--- src/rtl/rot_seq.sv ---
// Motor rotation sequencer: runs reversing wash jobs (CW/P1/CCW/P2 x N) or a single CW spin run.
// Optional `ROT_SEQ_REV_GUARD_EN inserts one stop cycle between direct CW<->CCW reversals.
//
// state | meaning
// IDLE  | no job; motor stopped, done pulses here after a completed job
// CW    | clockwise run phase
// P1    | pause after CW
// CCW   | counter-clockwise run phase
// P2    | pause after CCW, end of one repetition
// GUARD | single stop cycle between direct reversals (guard build only)
module rot_seq #(
  parameter int MOTOR_W = 2,
  parameter int CNT_W   = 4,
  parameter int REP_W   = 4
) (
  input  logic               clk,
  input  logic               rst_n,
  input  logic               start,
  input  logic               abort,
  input  logic               spin,
  input  logic [CNT_W-1:0]   cw_len,
  input  logic [CNT_W-1:0]   ccw_len,
  input  logic [CNT_W-1:0]   pause_len,
  input  logic [REP_W-1:0]   rep_num,
  output logic [MOTOR_W-1:0] motor,
  output logic               busy,
  output logic               done,
  output logic [REP_W-1:0]   rep_cnt
);

  typedef enum logic [2:0] {
    S_IDLE  = 3'd0,
    S_CW    = 3'd1,
    S_P1    = 3'd2,
    S_CCW   = 3'd3,
    S_P2    = 3'd4,
    S_GUARD = 3'd5
  } state_t;

  state_t           state_q, state_nxt;
  logic [CNT_W-1:0] timer_q;
  logic [REP_W-1:0] rep_cnt_q;
  logic             done_q;
  logic             spin_q;
  logic [CNT_W-1:0] cw_q, ccw_q, pause_q;
  logic [REP_W-1:0] rep_q;
`ifdef ROT_SEQ_REV_GUARD_EN
  state_t           tgt_q, tgt_nxt;
`endif

  logic             accept, rep_inc, rep_one, job_fin, wraps;
  logic             empty_in, last_rep, phase_end;
  logic [CNT_W-1:0] cur_len;
  state_t           entry_in, cw_entry, rep_wrap, p2_entry, ccw_entry;
  logic             p2_wraps, ccw_wraps;

  assign empty_in = spin ? (cw_len == '0)
                         : ((rep_num == '0) || ((cw_len == '0) && (ccw_len == '0)));
  assign entry_in = (spin || (cw_len != '0)) ? S_CW
                  : ((pause_len != '0) ? S_P1 : S_CCW);

  // Zero-length phases are chained past combinationally; a non-empty job always
  // has a non-zero CW or CCW phase, so the chain terminates within one repetition.
  assign last_rep  = (rep_cnt_q + REP_W'(1)) == rep_q;
  assign cw_entry  = (cw_q != '0) ? S_CW : ((pause_q != '0) ? S_P1 : S_CCW);
  assign rep_wrap  = last_rep ? S_IDLE : cw_entry;
  assign p2_entry  = (pause_q != '0) ? S_P2 : rep_wrap;
  assign p2_wraps  = (pause_q == '0);
  assign ccw_entry = (ccw_q != '0) ? S_CCW : p2_entry;
  assign ccw_wraps = (ccw_q == '0) && p2_wraps;

  always_comb begin
    cur_len = '0;
    case (state_q)
      S_CW:        cur_len = cw_q;
      S_CCW:       cur_len = ccw_q;
      S_P1, S_P2:  cur_len = pause_q;
      default:     cur_len = '0;
    endcase
  end

  assign phase_end = (timer_q == (cur_len - CNT_W'(1)));

  always_ff @(posedge clk or negedge rst_n) begin
    if (!rst_n) begin
      state_q   <= S_IDLE;
      timer_q   <= '0;
      rep_cnt_q <= '0;
      done_q    <= 1'b0;
      spin_q    <= 1'b0;
      cw_q      <= '0;
      ccw_q     <= '0;
      pause_q   <= '0;
      rep_q     <= '0;
`ifdef ROT_SEQ_REV_GUARD_EN
      tgt_q     <= S_IDLE;
`endif
    end else begin
      state_q <= state_nxt;
      done_q  <= job_fin;
      if ((state_q == S_IDLE) || phase_end || (state_nxt != state_q))
        timer_q <= '0;
      else
        timer_q <= timer_q + CNT_W'(1);
      if (accept)
        rep_cnt_q <= '0;
      else if (rep_one)
        rep_cnt_q <= REP_W'(1);
      else if (rep_inc)
        rep_cnt_q <= rep_cnt_q + REP_W'(1);
      if (accept) begin
        spin_q  <= spin;
        cw_q    <= cw_len;
        ccw_q   <= ccw_len;
        pause_q <= pause_len;
        rep_q   <= rep_num;
      end
`ifdef ROT_SEQ_REV_GUARD_EN
      tgt_q <= tgt_nxt;
`endif
    end
  end

  always_comb begin
    state_nxt = state_q;
    accept    = 1'b0;
    rep_one   = 1'b0;
    job_fin   = 1'b0;
    wraps     = 1'b0;
    rep_inc   = 1'b0;
`ifdef ROT_SEQ_REV_GUARD_EN
    tgt_nxt   = tgt_q;
`endif
    case (state_q)
      S_IDLE: begin
        if (start && !abort) begin
          accept = 1'b1;
          if (empty_in) job_fin = 1'b1;
          else          state_nxt = entry_in;
        end
      end
      S_CW: begin
        if (phase_end) begin
          if (spin_q) begin
            state_nxt = S_IDLE;
            rep_one   = 1'b1;
            job_fin   = 1'b1;
          end else begin
            state_nxt = (pause_q != '0) ? S_P1 : ccw_entry;
            wraps     = (pause_q == '0) && ccw_wraps;
          end
        end
      end
      S_P1: begin
        if (phase_end) begin
          state_nxt = ccw_entry;
          wraps     = ccw_wraps;
        end
      end
      S_CCW: begin
        if (phase_end) begin
          state_nxt = p2_entry;
          wraps     = p2_wraps;
        end
      end
      S_P2: begin
        if (phase_end) begin
          state_nxt = rep_wrap;
          wraps     = 1'b1;
        end
      end
`ifdef ROT_SEQ_REV_GUARD_EN
      S_GUARD: state_nxt = tgt_q;
`endif
      default: state_nxt = S_IDLE;
    endcase

    rep_inc = wraps;
    if (wraps && last_rep) job_fin = 1'b1;

`ifdef ROT_SEQ_REV_GUARD_EN
    if (((state_q == S_CW) && (state_nxt == S_CCW)) ||
        ((state_q == S_CCW) && (state_nxt == S_CW))) begin
      tgt_nxt   = state_nxt;
      state_nxt = S_GUARD;
    end
`endif

    if (abort && (state_q != S_IDLE)) begin
      state_nxt = S_IDLE;
      rep_inc   = 1'b0;
      rep_one   = 1'b0;
      job_fin   = 1'b0;
    end
  end

  always_comb begin
    motor = '0;
    case (state_q)
      S_CW:    motor = MOTOR_W'(2'b01);
      S_CCW:   motor = MOTOR_W'(2'b10);
      default: motor = '0;
    endcase
    busy    = (state_q != S_IDLE);
    done    = done_q;
    rep_cnt = rep_cnt_q;
  end

endmodule
--- config.mk ---
export PLATFORM = sky130hd
export DESIGN_NAME = rot_seq
export DESIGN_NICKNAME = d
export VERILOG_FILES = /design/src/rtl/rot_seq.sv
export SDC_FILE = /design/constraint.sdc
export NUM_CORES = 1
export LEC_CHECK = 0
export ABC_AREA = 1
export ABC_CLOCK_PERIOD_IN_PS = 3700
export BUFFER_PORTS_ARGS = -buffer_cell sky130_fd_sc_hd__buf_2
export CAP_MARGIN = 10
export CORE_MARGIN = 1.5
export CORE_UTILIZATION = 40
export DETAILED_ROUTE_END_ITERATION = 10
export PLACE_DENSITY = 0.6
export SLEW_MARGIN = 30
export SYNTH_ARGS = -nofsm -noshare
export SYNTH_HDL_FRONTEND = slang
export SYNTH_SLANG_ARGS = --single-unit
--- constraint.sdc ---
create_clock -name clk -period 3.7 [get_ports clk]
set_input_delay 0.74 -clock clk [delete_from_list [all_inputs] [get_ports clk]]
set_output_delay 0.74 -clock clk [all_outputs]
set_load 0.05 [all_outputs]
Yosys cells after proc, flatten, opt, wreduce, memory -nomap -nowiden
Cells that the tools add are included.
{"block": "op_classes", "n_mux": 42, "eq_ne": 7, "reduce_logical": 25, "bitwise": 0, "div": 0, "multipliers": 0, "order_cmp": 0, "n_shift": 0, "add_sub_neg": 3}
{"op": "2-to-1 mux 3 bit", "count": 11}
{"op": "zero test 4 bit", "count": 5}
{"op": "nonzero test 4 bit", "count": 5}
{"op": "2-to-1 mux 1 bit", "count": 19}
{"op": "2-to-1 mux 4 bit", "count": 4}
{"op": "case mux 3 bit (5 select lines)", "count": 1}
{"op": "case mux 4 bit (3 select lines)", "count": 1}
{"op": "adder 4 x 1 -> 4 bit, second input constant", "count": 2}
{"op": "== test 4 bit", "count": 2}
{"op": "== test 3 x 2 -> 1 bit, second input constant", "count": 2}
{"op": "logical AND 1 bit", "count": 6}
{"op": "2-to-1 mux 2 bit", "count": 3}
{"op": "nonzero test 3 bit", "count": 2}
{"op": "logical OR 1 bit", "count": 4}
{"op": "case mux 1 bit (4 select lines)", "count": 1}
{"op": "case mux 2 bit (2 select lines)", "count": 1}
{"op": "subtractor 4 x 1 -> 4 bit, second input constant", "count": 1}
{"op": "== test 3 x 1 -> 1 bit, second input constant", "count": 1}
{"op": "== test 3 bit, second input constant", "count": 1}
{"op": "zero test 3 bit", "count": 1}
{"op": "inequality test 3 bit", "count": 1}
{"op": "case mux 1 bit (2 select lines)", "count": 1}
{"op": "OR reduction 2 bit", "count": 1}
{"op": "zero test 1 bit", "count": 1}
{"block": "word_totals", "out_inout_bits": 8, "memories": 0, "romBits": 0, "inputBits": 21, "latchBits": 0, "regBits": 29, "ram_bits": 0}

Logic depth before layout (Yosys ltp)
{"block": "depth", "depth_word": 14, "depth_mapped": 21, "mapped_depth_nobuf": 21}

Least setup slack after synthesis
No wires, ideal clock.
{"block": "synth_path", "path_kind": "flip-flop to flip-flop", "from": "register state_q[2]", "to": "register rep_cnt_q[0] (netlist: rep_cnt[0])", "arrival_time_ns": 2.415, "path_stages_with_launch": 17, "path_slack_ns": 1.167, "period_less_slack_ns": 2.533, "n_path_buf": 0, "path_cell_list": "dfrtp_1 inv_4 nand2_4 nor2_4 nand2_4 nand2_2 nor2_2 ha_1 xor2_1 nand3_2 nor2_4 nand2_4 or2_1 nand3_2 nor2_1 a21oi_1 inv_1"}
{"block": "synth_via", "elab_chain_len": 10}
{"item": "start, declared", "line": "40", "text": "state_t state_q, state_nxt;"}
{"item": "start signal, assigned", "line": "99", "text": "state_q <= state_nxt;"}
{"item": "== test 3 bit or == test 3 x 2 -> 1 bit (tied branches)", "line": "74, 134"}
{"item": "OR reduction 2 bit", "line": "74", "text": "case (state_q)"}
{"item": "case mux 4 bit (3 select lines)", "line": "74"}
{"item": "subtractor 4 x 1 -> 4 bit", "line": "82", "text": "assign phase_end = (timer_q == (cur_len - CNT_W'(1)));"}
{"item": "== test 4 bit", "line": "82"}
{"item": "2-to-1 mux 1 bit", "line": "143", "text": "if (phase_end) begin"}
{"item": "2-to-1 mux 1 bit", "line": "134", "text": "case (state_q)"}
{"item": "2-to-1 mux 1 bit", "line": "189", "text": "if (abort && (state_q != S_IDLE)) begin"}
{"item": "2-to-1 mux 4 bit", "line": "107", "text": "else if (rep_one)"}
{"item": "2-to-1 mux 4 bit", "line": "105", "text": "if (accept)"}
{"item": "end signal, assigned", "line": "110", "text": "rep_cnt_q <= rep_cnt_q + REP_W'(1);"}
{"item": "end, declared", "line": "42", "text": "logic [REP_W-1:0] rep_cnt_q;"}
Parallel ways exist; a longest one is shown, timed or not.
A chain may end at the register's enable or synchronous reset.

Worst setup path after layout
{"block": "layout_path", "from": "register state_q[0]", "to": "register rep_cnt_q[0] (netlist: rep_cnt[0])"}
Same word-level chain as after synthesis.

==> impl_results.md <==
- Finished Core Util: 0.478
- Synth Area in Compound Gates: 0.0778
- WP data arrival: roughly 3000 ps
- Post-Syn Instances: 288
- Achievable Freq: 359 MHz
- Relative slew margins: 0.533
- Final hold vios: 0
- TritonRoute pass-1 iters: 4
- Post-synthesis sequential area ratio: 0.367
- Gr busiest metal: met2
- Vias: 1,886
- Post-synthesis adder-cell area fraction: 0.0190
- Status: complete, no violations
- PortBufs: 28
- Number of global-route vias before repair: 1,857
- VDD IR-drop max: 0.274 mV
- Period utilization: 0.752
- Mapped Area: around 0.0020 mm²
- Least-Margin Pin Slew: 694 ps
- Worst skew pair latency: 290 ps
- Critical-path cell list: inv_1 > nand2_1 > nand2_1 > nand2_1 > nor2_1 > nor2_2 > ha_1 > xor2_1 > inv_1 > nand2_1 > nand2_1 > nor2_4 > nand2_4 > or2_1 > nand3_2 > nor2_1 > a21oi_1 > inv_1
- Clk sink count: 29
- Grt total ovfl: 0
- Number of cell rows: 25
- CTS tree: built
- Most frequent cell after synthesis: nand2_1
- EDFF count, synth: 0
- Total power divided by cell area: between 700 and 800 mW/mm²
- Ys flop type: dfrtp_1
- Cell taking the most area after synthesis: dfrtp_1
- CP startpoint kind: flip-flop
- Syn nets: around 310
- Worst Clk Skew: 7.21 ps
- Post-Synth Simple-Gate Area: 0.404
- CP max stage delay: between 500 and 600 ps
- Area contributors post-synth: dfrtp_1, nand2_1, inv_1
- Mux share of post-synthesis cell area: 0
- FILL cells: 527
- CP required: just under 4000 ps
- Hpwl dp: 3670 µm
- Share of post-route cells with drive strength above 1: 0.184
- Hold_buf cts: 0
- Setup TNS: 0 ps
- Yosys cell types: 30
- CP dominant cell by count: nand2_1
- Die extent in x: 73.3 µm
- Core area: 0.00475 mm²
- Slowest cell on crit path: dfrtp_1
- Kind of critical path: reg2reg
- I/O Pins: 29
- GR Util All Layers: 0.204
- RSZ-0062 raised after global routing: no
- Initial DRC count: 95
- GRT met1 Usage: 0.252
- Met2 Track Usage GR: 0.336
- DR DRC count: 0
- Routed WL: between 4000 and 5000 µm
- Async SR Flop Fraction: 1.00
- Flop2flop setup slack: 920 ps
- Maxcap violations: 0
- Ys Warns: 0
- H-tree depth: 2
- Vias per cell: 4.87
- Largest net degree at the start of global routing: 30
- CTS Buffer Depth: 2
- Post-CTS sizing: 0
- Main combinational cell family by area after synthesis: simple AND/OR/NAND/NOR gates
- Syn_area_per_cell: 6.87 µm²
- Initial antenna violation count: 0
- Grt met3 use: 0.0466
- Drt wl/cell: between 10 and 15 µm
- Slew Viols, Final: 0
- Die Height: 73.3 µm
- Finish-stage setup viols: 0
- Post-route ant nets: 0
- CTS root buf: clkbuf_8
- First-pass GRT wire length: 8270 µm
- Diode count: 0
- Clk slew on worst S/H paths: 70 ps
- Post-Synth XOR/XNOR Area: 0.0266
- Die Footprint: 0.00538 mm²
- Routability cong.: 0.927
- FF+latch count, synth: 29
- Starting Density: 0.416
- Post CTS Setup Buffer Count: 0
- Tmin final: 2780 ps
- Total leakage power: 1.25 nW
- Commonest cells post-synth: nand2_1, inv_1, dfrtp_1, nand3_1, nor2_1
- Synth top area share: 0.367
- CTS buffer count: 5
- Setup crit end kind: flip-flop
- Layout area overhead: 14.8%
- Worst hold path type: in2async
- CP max FO: 12
- Nets: 343
## critical path: cells and delay by family, from the launching register on
family	cells	cell delay [ps]
AND/OR/NAND/NOR	12	1290
XOR/XNOR	1	210
AO/OA/AOI/OAI	1	110
buffers and inverters	3	300
adder cells (fa/ha/maj)	1	170
flip-flops	1	590
## final cells by class
cell class / count / area (µm²) / share of cell area
Multi-Input combinational cell: 208 / 1040 / 0.459
Timing Repair Buffer: 29 / 148 / 0.0650
Tap cell: 67 / 83.8 / 0.0369
Clock buffer: 6 / 82.6 / 0.0364
Clock inverter: 2 / 13.8 / 0.00606
Sequential cell: 29 / 726 / 0.320
Inverter: 46 / 175 / 0.0771
## path summary, 6_finish.rpt
path                                            from                endpoint  depth (start not counted)
max in group asynchronous                      rst_n    state_q[1]$_DFF_PN0_                          1
min in group clk                timer_q[0]$_DFF_PN0_    timer_q[0]$_DFF_PN0_                          1
worst min-delay path                           rst_n  rep_cnt[2]$_DFFE_PN0P_                          1
worst max-delay path            state_q[0]$_DFF_PN0_  rep_cnt[0]$_DFFE_PN0P_                         18
worst max register to register  state_q[0]$_DFF_PN0_  rep_cnt[0]$_DFFE_PN0P_                         18
worst min register to register  timer_q[0]$_DFF_PN0_    timer_q[0]$_DFF_PN0_                          1
## cell families (layout without fill, tap and decap cells)
group | after synthesis | count (layout)
AO/OA/AOI/OAI | 28 | 28
XOR/XNOR | 6 | 6
adder cells (fa/ha/maj) | 3 | 3
buffers and inverters | 51 | 83
flip-flops | 29 | 29
AND/OR/NAND/NOR | 171 | 171
## registers in the layout (all words and copies together) (netlist names), 3 cells and up
name and cells:
rep_q 4, timer_q 4, cw_q 4, state_q 3, rep_cnt 4, ccw_q 4, pause_q 4
## power by group
part | total (mW) | switching (mW) | internal, mW
Combinational | 0.817 | 0.551 | 0.266
Sequential | 0.575 | 0.140 | 0.435
Clock | 0.284 | 0.134 | 0.151
## cells in the final DEF (no fill, tap or decap)
master / count
nand2_1: 88
inv_1: 41
nand3_1: 29
dfrtp_1: 29
buf_2: 28
nor2_1: 23
o21ai_0: 18
nand4_1: 8
a21oi_1: 6
clkbuf_8: 6
nand2_2: 5
xor2_1: 4
nand3_2: 4
inv_2: 3
nor2_4: 3
nand2_4: 3
nor4_1: 3
ha_1: 3
xnor2_1: 2
nor3_1: 2
inv_4: 1
a21oi_2: 1
o21ai_2: 1
nor2_2: 1
o31ai_1: 1
or3_1: 1
or2_1: 1
clkinv_1: 1
o32ai_1: 1
clkinv_2: 1
clkinv_4: 1
buf_4: 1
## metal layers
layer / vias to the layer above / wire (µm)
met3: 7 / 264
met1: 853 / 2180
li1: 973 / -
met2: 53 / 2210
met5: - / 0
met4: 0 / 91
## stage by stage
step                      power [mW]  area, µm²  worst slack, ps  cells  hold WS (ps)
after floorplan                 1.21       1980             1170    288           444
final                           1.68       2270              917    387           488
after detailed placement        1.40       2170              941    379           498
after CTS                       1.69       2270              919    387           500
after global placement          1.39       2170              967    379           478
after global routing            1.85       2270              574    387           542
Power figures use the tool's default switching activity.
